**config.mk**
```make
export PLATFORM = sky130hd
export DESIGN_NAME = fifo_wr_arbiter
export DESIGN_NICKNAME = d
export VERILOG_FILES = /design/src/rtl/fifo_wr_arbiter.sv
export SDC_FILE = /design/constraint.sdc
export NUM_CORES = 1
export LEC_CHECK = 0
export ABC_CLOCK_PERIOD_IN_PS = 3700
export CAP_MARGIN = 10
export CELL_PAD_IN_SITES_DETAIL_PLACEMENT = 0
export CELL_PAD_IN_SITES_GLOBAL_PLACEMENT = 2
export CORE_ASPECT_RATIO = 0.8
export CORE_MARGIN = 5
export CORE_UTILIZATION = 18
export DETAILED_ROUTE_END_ITERATION = 12
export PLACE_DENSITY = 0.93
export SLEW_MARGIN = 25
export SYNTH_ARGS = -nofsm -noshare
export SYNTH_HDL_FRONTEND = slang
export SYNTH_SLANG_ARGS = --single-unit
export TNS_END_PERCENT = 5
```
**constraint.sdc**
```tcl
create_clock -name clk -period 3.7 [get_ports clk]
set_clock_uncertainty 0.15 [all_clocks]
set_input_delay 0.37 -clock clk [delete_from_list [all_inputs] [get_ports clk]]
set_output_delay 0.37 -clock clk [all_outputs]
set_load 0.01 [all_outputs]
```
**src/rtl/fifo_wr_arbiter.sv**
```systemverilog
// Round-robin, burst-locked arbiter sharing one TX FIFO write port among NREQ producers.
// A grant ends on req_last, after MAX_BURST words, or after IDLE_TIMEOUT idle cycles.
module fifo_wr_arbiter #(
    parameter int NREQ         = 4,
    parameter int DWIDTH       = 16,
    parameter int MAX_BURST    = 8,
    parameter int IDLE_TIMEOUT = 4
) (
    input  logic                        clk,
    input  logic                        reset,
    input  logic [NREQ-1:0]             req_valid,
    input  logic [NREQ*DWIDTH-1:0]      req_data,
    input  logic [NREQ-1:0]             req_last,
    output logic [NREQ-1:0]             req_ready,
    input  logic                        fifo_full,
    output logic                        fifo_wr,
    output logic [DWIDTH-1:0]           fifo_wdata,
    output logic [$clog2(NREQ)-1:0]     grant_id,
    output logic                        busy
);

    // Handshake: a word moves when req_valid[i] & req_ready[i] in the same cycle;
    // only the granted requester ever sees ready, and only while the FIFO is not full.

    localparam int GW = $clog2(NREQ);
    localparam int BW = $clog2(MAX_BURST + 1);
    localparam int IW = $clog2(IDLE_TIMEOUT + 1);
    localparam logic [BW-1:0] MAX_B  = BW'(MAX_BURST);
    localparam logic [IW-1:0] IDLE_T = IW'(IDLE_TIMEOUT);
    localparam logic [GW-1:0] LAST_ID = GW'(NREQ - 1);

    typedef enum logic {IDLE, GRANT} state_t;

    state_t         state, state_next;
    logic [GW-1:0]  rr_ptr, rr_next;
    logic [GW-1:0]  grant_next, pick, release_ptr;
    logic [BW-1:0]  burst_cnt, burst_next, burst_inc;
    logic [IW-1:0]  idle_cnt, idle_next, idle_inc;
    logic           active, accept;

    // First valid requester at or after rr_ptr, wrapping modulo NREQ.
    always_comb begin
        logic          found;
        int            idx;
        logic [GW-1:0] idx_g;
        found = 1'b0;
        pick  = rr_ptr;
        idx   = 0;
        idx_g = '0;
        for (int i = 0; i < NREQ; i++) begin
            idx = int'(rr_ptr) + i;
            if (idx >= NREQ) idx = idx - NREQ;
            idx_g = GW'(idx);
            if (!found && req_valid[idx_g]) begin
                found = 1'b1;
                pick  = idx_g;
            end
        end
    end

    assign release_ptr = (grant_id == LAST_ID) ? '0 : grant_id + 1'b1;
    assign burst_inc   = burst_cnt + 1'b1;
    assign idle_inc    = idle_cnt + 1'b1;

    // Reset gates the outputs in the same cycle, before the state register clears.
    assign active     = (state == GRANT) && !reset;
    assign accept     = active && req_valid[grant_id] && !fifo_full;
    assign fifo_wr    = accept;
    assign busy       = active;
    assign fifo_wdata = req_data[grant_id*DWIDTH +: DWIDTH];

    always_comb begin
        req_ready = '0;
        if (active) req_ready[grant_id] = ~fifo_full;
    end

    always_comb begin
        state_next = state;
        rr_next    = rr_ptr;
        grant_next = grant_id;
        burst_next = burst_cnt;
        idle_next  = idle_cnt;
        case (state)
            IDLE: begin
                if (|req_valid) begin
                    state_next = GRANT;
                    grant_next = pick;
                    burst_next = '0;
                    idle_next  = '0;
                end
            end
            GRANT: begin
                // A full FIFO freezes every counter; the grant is held as long as it lasts.
                if (!fifo_full) begin
                    if (req_valid[grant_id]) begin
                        burst_next = burst_inc;
                        idle_next  = '0;
                        if (req_last[grant_id] || (burst_inc == MAX_B)) begin
                            state_next = IDLE;
                            rr_next    = release_ptr;
                        end
                    end else begin
                        idle_next = idle_inc;
                        if (idle_inc == IDLE_T) begin
                            state_next = IDLE;
                            rr_next    = release_ptr;
                        end
                    end
                end
            end
            default: state_next = IDLE;
        endcase
    end

    always_ff @(posedge clk) begin
        if (reset) begin
            state     <= IDLE;
            rr_ptr    <= '0;
            grant_id  <= '0;
            burst_cnt <= '0;
            idle_cnt  <= '0;
        end else begin
            state     <= state_next;
            rr_ptr    <= rr_next;
            grant_id  <= grant_next;
            burst_cnt <= burst_next;
            idle_cnt  <= idle_next;
        end
    end

endmodule

```
# Word level (Yosys, flattened, before mapping)
# Cells that the tools add are included.
# word_totals
reg_bits	12
in_bits	75
out_inout_bits	24
word_cells	99
# classes
n_addsub	10
n_lt_le_gt_ge	10
eq_ne	7
shifts	1
muxes	44
bitwise_logic	3
n_reduce_logical	19
# op_table
operator	count
indexed part select 64 x 7 -> 16 bit	1
two-way mux 2 bit	12
two-way mux 4 bit	4
less-than comparator 2 x 3 -> 1 bit, second input constant	5
two-way mux 1 bit	15
binary-select mux 1 bit (select 2 bit)	6
>= comparator 3 bit, second input constant	3
two-way mux 3 bit	3
one-hot mux 4 bit (2 select lines)	1
subtractor 2 x 1 -> 2 bit, second input constant	4
logical AND 1 bit	7
adder 2 x 2 -> 3 bit, second input constant	2
one-hot mux 3 bit (2 select lines)	1
zero test 1 bit	5
adder 4 x 1 -> 4 bit, second input constant	1
AND 4 bit	1
equality test 4 bit, second input constant	1
!= test 2 x 1 -> 1 bit, second input constant	2
!= test 2 bit, second input constant	2
AND reduction 2 bit	2
AND reduction 4 bit	1
OR reduction 4 bit	1
adder 2 x 1 -> 3 bit, second input constant	1
adder 3 x 1 -> 3 bit, second input constant	1
other kinds (11)	12

# Longest topological paths before layout
# Gate-level depths: netlist of run 1.
# logic_depth
depth_word	14
ltp_mapped	6
depth_no_buf	5

# Worst setup path before layout of run 1
# No wires, ideal clock.
# synth_timing
kind	register to output
startpoint	reg grant_id[0]
endpoint	out fifo_wdata[10]
arrival_ps	1577
required_time_ps	3180
path_slack_ps	1603
stages_incl_launch_ff	4
path_buffers	2
cell_sequence	dfxtp_1 -> buf_4 -> buf_2 -> mux4_2
# synth_between
elab_chain_len	1
# synth_rtl
element	line	rtl
from (decl)	18	output logic [$clog2(NREQ)-1:0] grant_id,
from (signal assigned)	125	grant_id <= grant_next;
indexed part select 64 x 7 -> 16 bit	70	assign fifo_wdata = req_data[grant_id*DWIDTH +: DWIDTH];
to (decl)	17	output logic [DWIDTH-1:0] fifo_wdata,
# Every way passes these cells.

# Worst setup path after layout of run 1
# layout_timing
startpoint	in req_valid[3]
endpoint	out fifo_wr
# layout_between
elab_chain_len	4
# layout_rtl
element	line	rtl
from (decl)	11	input logic [NREQ-1:0] req_valid,
binary-select mux 1 bit (select 2 bit)	67	assign accept = active && req_valid[grant_id] && !fifo_full;
two-way mux 1 bit (not written as such)	67	
logical AND 1 bit (2 in series)	67	
to (decl)	16	output logic fifo_wr,
# Every way passes these cells. The select of a mux whose other input is x is not followed.

==> results.md, run 1 <==
- Yosys warns: 0
- Row count: 26
- DRT Pass-1 Iters: 4
- Clock sinks: 12
- Top cell type's share of synthesized area: between 30% and 40%
- Final non-filler cell total: 297
- CP Launch Type: input port
- Top post-synthesis cells by area: mux4_2, dfxtp_1, ha_1
- CTS root buf: clkbuf_8
- Final hold viol count: 0
- CP Data Required Time: 3.18 ns
- Worst-path fanout max: 8
- Clock Path Buffers: 2
- Detailed placement HPWL: 3.60 mm
- CP Class: input port to output pin
- Max frequency: between 300 and 400 MHz
- Via count: 1294
- R2r worst-path depth: 4
- Die width: a little over 100 um
- Crit path arrival time: about 2.1 ns
- Number of buffers added on ports: 98
- Sum Neg Setup Slack: 0 ns
- RSZ-0062 raised after global routing: false
- R2R Setup Slk: around 1.6 ns
- Sequential cell area fraction in the yosys report: between 20% and 30%
- Clk Latency, worst-skew pair: 0.24 ns
- Slew Limit Fails: 0
- Max transition margin: 74.1%
- First-pass GRT wire length: 6.83 mm
- 1st-iter DRT viols: 22
- Max cap viols: 0
- Status: finished, final reports clean
- Drt wl/cell: roughly 14 um
- DR vias/cell: ~4.4
- CTS tree: yes
- Worst Hold End: idle_cnt[2]
- Critical path capture point type: output pin
- Crit Reg-Reg Startpoint: grant_id[0]
- # setup viols final: 0
- RePlAce Congestion: 0.767
- Worst hold path depth: 2
- Hold Path Origin: idle_cnt[2]
- Post-synthesis cell count: between 100 and 150
- Hold crit path type: flop to flop
- Die Ht: slightly above 80 um
- CP Launch Point: req_valid[3]
- WL met2: approximately 2 mm
- Crit path time final: approximately 2.7 ns
- Number of synthesized flops with an enable pin: 0
- Placed cells: between 200 and 300
- Main flop type after synthesis: dfxtp_1
- Grt ovf: 0
- Starting Density: a little under a fifth
- Antenna Cells: 0
- Layout cells sized above 1: 15.0%
- FF-to-FF End: rr_ptr[0]
- Synth Cell Area: 0.00120 mm2
- Final wirelength: between 4 and 5 mm
- Avg Inst Size Synth: around 11 um2
- Residual DRC: 0
- Area Growth Syn to Fin: 94.4%
- Most numerous cell in the Yosys netlist: mux4_2
- Num ports: 99
- Antenna Violating Nets Remaining: 0
- Uppermost layer routed: met4
- Syn_nets: between 150 and 200
- Synth cell count leaders: mux4_2, dfxtp_1, nor2_1
- Vias in the first global route: between 1000 and 1500
- M1 WL: approximately 1.8 mm
- CTS HTree Levels: 1
- Largest net degree at the start of global routing: 17
- # Post-CTS Setup Buffers: 0
- Post-route clock period utilization: about 70%
- Area of the die: ~0.0084 mm2
- Core Area: approximately 0.0064 mm2
- Post-cts hold buffer count: 0
- Post-CTS sizing: 0
- Max VDD drop: around 0.11 mV
- FF+latch count, synth: 12
- CTS clk-pin slew, worst paths: roughly 0.05 ns
- Post-synth top area cell: mux4_2
- Inserted Clock Buffers: 3
- PD cells: about 210 mW/mm2
- P_leak: slightly above 0.0008 uW
- FFs w/ async S/R, synth: 0%
- Cell variety after synth: 36
- Initial antenna violation count: 0
- Total GRT Usage: under 10%
- Metal3 WL: 341 um
- Worst-Margin Slew: between 0.3 and 0.4 ns
- Nets@finish: a little under 300
## cells in the final DEF, fill, tap and decap left out, types with 4 or more instances in the layout
cell type / instances
nor3_1: 4
buf_4: 4
mux4_2: 18
nand2_1: 5
nand2b_1: 6
and2_1: 5
inv_1: 8
nor2_1: 9
clkdlybuf4s50_1: 98
ha_1: 7
a21oi_1: 6
dfxtp_1: 12
## per-layer routing
layer	vias to the layer above	global-route usage [%]
met4	0	1.45
li1	636	-
met2	49	16.0
met5	-	0
met3	2	3.69
met1	607	13.1
## state kept, by name, indices dropped and copies added (netlist names)
register   cells
idle_cnt       3
rr_ptr         2
grant_id       2
state          1
burst_cnt      4
## worst max path at each step
| stage | end | cells past startpoint |
|---|---|---|
| final | fifo_wr | 4 |
| after global routing | fifo_wr | 4 |
| after CTS | fifo_wr | 4 |
| after detailed placement | fifo_wr | 4 |
| after global placement | fifo_wr | 4 |
| after floorplan | fifo_wdata[10] | 3 |
## final cells by class
| cell class | instances | area, um2 |
|---|---|---|
| fillers | 661 | 4110 |
| repair buffers | 102 | 1010 |
| multi-input cells | 88 | 905 |
| flip-flops and latches | 12 | 240 |
| well taps | 84 | 105 |
| clock buffers | 3 | 41.3 |
| inverters | 8 | 30.0 |
## logic make-up after synthesis
logic type / synth area share [%]
buffers and inverters: 4.59
and+or+nand+nor: 18.6
adders and majority gates: 7.30
DFF: 20.0
muxes: 36.7
AOI/OAI and AO/OA: 12.8
## worst max-delay path: stages
cell,delay (ns)
clkdlybuf4s50_1,0.47
mux4_2,0.62
and2_1,0.20
clkdlybuf4s50_1,0.47
## power by group
group | internal (uW) | switching [uW] | total [uW]
Combinational | 152 | 72.5 | 224
Sequential | 134 | 6.54 | 140
Clock | 71.7 | 47.0 | 119
## through the flow
step / hold WS (ns) / util [%] / worst slack (ns) / total power (uW) / area (um2)
4_1_cts: 0.360 / 36.2 / 1.04 / 488 / 2330
5_1_grt: 0.406 / 36.2 / 0.954 / 512 / 2330
3_5_place_dp: 0.344 / 35.6 / 1.03 / 370 / 2290
3_3_place_gp: 0.337 / 35.6 / 1.05 / 368 / 2290
2_1_floorplan: 0.288 / - / 1.60 / 230 / 1200
6_report: 0.362 / 36.2 / 1.04 / 483 / 2330
(Power assumes the default switching activity.)
==> run 2: changes to the inputs <==
Settings changed: ABC_CLOCK_PERIOD_IN_PS 3700 to 2400, CORE_UTILIZATION 18 to 15, PLACE_DENSITY 0.93 to 0.83.
Clock period 3.7 ns to 2.4 ns, I/O delays scaled along.
==> results.md, run 2 (synthesis results as in run 1) <==
- Residual DRC: 0 (unchanged)
- Clk pwr share: 24.1% (was 24.6%)
- Max cap viols: 0 (unchanged)
- DRT Pass-1 Iters: 4 (unchanged)
- Largest net degree at the start of global routing: 17 (unchanged)
- Drt wl/cell: 12.9 um (was 14.2 um)
- CTS clk-pin slew, worst paths: 0.05 ns (about the same)
- Hold Path Origin: idle_cnt[2] (unchanged)
- Nets@finish: 305 (was 297)
- Crit-path cells: clkdlybuf4s50_1 -> mux4_2 -> and2_1 -> clkdlybuf4s50_1 (unchanged)
- CTS HTree Levels: 1 (unchanged)
- Sum Neg Setup Slack: 0 ns (unchanged)
- Vias in the first global route: 1350 (was 1410)
- RSZ-0062 raised after global routing: false (unchanged)
- Flop pwr share: 28.1% (was 29.0%)
- Layout cells sized above 1: 18.1% (was 15.0%)
- First-pass GRT wire length: 6.78 mm (was 6.83 mm)
- Slew Limit Fails: 0 (unchanged)
- CP Class: input port to output pin (unchanged)
- Slowest CP cell: mux4_2 (unchanged)
- CTS root buf: clkbuf_8 (unchanged)
- RePlAce Congestion: 0.704 (was 0.767)
- R2R Setup Slk: 0.46 ns (was 1.63 ns)
- Final hold viol count: 0 (unchanged)
- Max reg flops: 4 (unchanged)
- Antenna Violating Nets Remaining: 0 (unchanged)
- Cell Int Power: 561 uW (was 357 uW)
- FF-to-FF End: rr_ptr[0] (unchanged)
- Worst-path fanout max: 6 (was 8)
- Worst Hold End: idle_cnt[2] (unchanged)
- Status: finished, final reports clean (unchanged)
- Crit Reg-Reg Startpoint: grant_id[0] (unchanged)
- Switching part of the total: 25.5% (was 26.1%)
- Worst hold path depth: 2 (unchanged)
- Most frequent cells in the layout: clkdlybuf4s50_1, mux4_2, dfxtp_1 (unchanged)
- Die width: 110 um (was 101 um)
- Crit path top cell by count: clkdlybuf4s50_1 (unchanged)
- R2r worst-path depth: 5 (was 4)
- Most common cell after layout, fill and taps aside: clkdlybuf4s50_1 (unchanged)
- Worst-Margin Slew: 0.249 ns (was 0.388 ns)
- Detailed placement HPWL: 3.74 mm (was 3.60 mm)
- Area of the die: 0.00990 mm2 (was 0.00841 mm2)
- Worst hold slack: 0.361 ns (was 0.362 ns)
- 1st-iter DRT viols: 32 (was 22)
- Total GRT Usage: 8.57% (was 9.98%)
- # Post-CTS Setup Buffers: 0 (unchanged)
- Largest registers: burst_cnt x4, idle_cnt x3 (unchanged)
- Critical path's largest stage delay: 0.53 ns (was 0.62 ns)
- CP Launch Type: input port (unchanged)
- Hold crit path type: flop to flop (unchanged)
- Area Growth Syn to Fin: 102% (was 94.4%)
- Post-cts hold buffer count: 0 (unchanged)
- P_leak: 0.000863 uW (was 0.000823 uW)
- Antenna Cells: 0 (unchanged)
- Number of buffers added on ports: 98 (unchanged)
- Max frequency: around 430 MHz
- Inserted Clock Buffers: 3 (unchanged)
- Row count: 29 (was 26)
- Final wirelength: 4.23 mm (was 4.21 mm)
- Via count: 1304 (was 1294)
- CP Data Required Time: 2.01 ns (was 3.18 ns)
- Initial antenna violation count: 0 (unchanged)
- Filler cell count: 823 (was 661)
- Core Area: 0.00787 mm2 (was 0.00644 mm2)
- Max transition margin: 83.4% (was 74.1%)
- Clk Latency, worst-skew pair: 0.24 ns (about the same)
- Crit path arrival time: 1.93 ns (was 2.14 ns)
- Post-route clock period utilization: between 90% and 100%
- PD cells: 311 mW/mm2 (was 207 mW/mm2)
- Biggest register: burst_cnt (unchanged)
- # setup viols final: 0 (unchanged)
- Clock sinks: 12 (unchanged)
- Clock Path Buffers: 2 (unchanged)
- Max VDD drop: 0.147 mV (was 0.105 mV)
- Die Ht: 90.0 um (was 83.0 um)
- DR vias/cell: 3.96 (was 4.36)
- CTS tree: yes (unchanged)
- Combinational power share: 47.8% (was 46.4%)
- Critical path capture point type: output pin (unchanged)
- NetSw: 193 uW (was 126 uW)
- Starting Density: 15.2% (was 18.6%)
- Num ports: 99 (unchanged)
- Crit path time final: around 2.3 ns
- Grt ovf: 0 (unchanged)
-- run 2: cell type report --
cell class	count	area (um2)	share of cell area, %
multi-input combinational	88	905	37.3
tap	108	135	5.57
inverter	8	30.0	1.24
timing repair buffer	110	1070	44.3
sequential	12	240	9.90
clock buffer	3	41.3	1.70
-- run 2: metrics by stage --
step	total power, uW	cells	cell area, um2	utilization (%)	worst slack (ns)
2_1_floorplan	355	113	1200	-	0.433
3_3_place_gp	578	326	2380	30.2	0.0884
3_5_place_dp	582	326	2380	30.2	0.0655
4_1_cts	770	329	2420	30.8	0.0290
5_1_grt	802	329	2430	30.8	0.0272
6_report	754	329	2430	30.8	0.0768
-- run 2: power groups by stage --
stage	clock network (uW)	registers, uW	logic (uW)
after CTS	191	212	367
after global placement	0	216	363
after floorplan	0	218	137
after global routing	202	213	387
after detailed placement	0	216	366
final	181	212	360
-- run 2: worst max path at each step --
stage | depth (start not counted) | slack, ns | to | startpoint
floorplan | 3 | 0.43 | fifo_wdata[10] | grant_id[0]
global placement | 4 | 0.09 | fifo_wr | req_valid[1]
detailed placement | 4 | 0.07 | fifo_wr | req_valid[1]
CTS | 3 | 0.03 | fifo_wdata[4] | grant_id[0]
global route | 4 | 0.03 | fifo_wr | req_valid[1]
finish | 4 | 0.08 | fifo_wr | req_valid[1]
-- run 2: per-layer routing --
layer	part of all wire (%)	track usage (%)	vias up
met4	0.64	1.56	0
met1	41	11.1	604
met3	9.1	2.94	2
li1	-	-	651
met2	49	13.8	47
met5	0	0	-
-- run 2: worst max-delay path: cells and delay by family --
kind          cells  cell delay (ns)
mux               1             0.53
buf+inv           2             0.98
simple gates      1             0.18
-- run 2: timing repair --
action	in CTS	in global routing
gates resized for setup	0	1
endpoints found under the hold margin	0	0
setup endpoints to repair	0	8
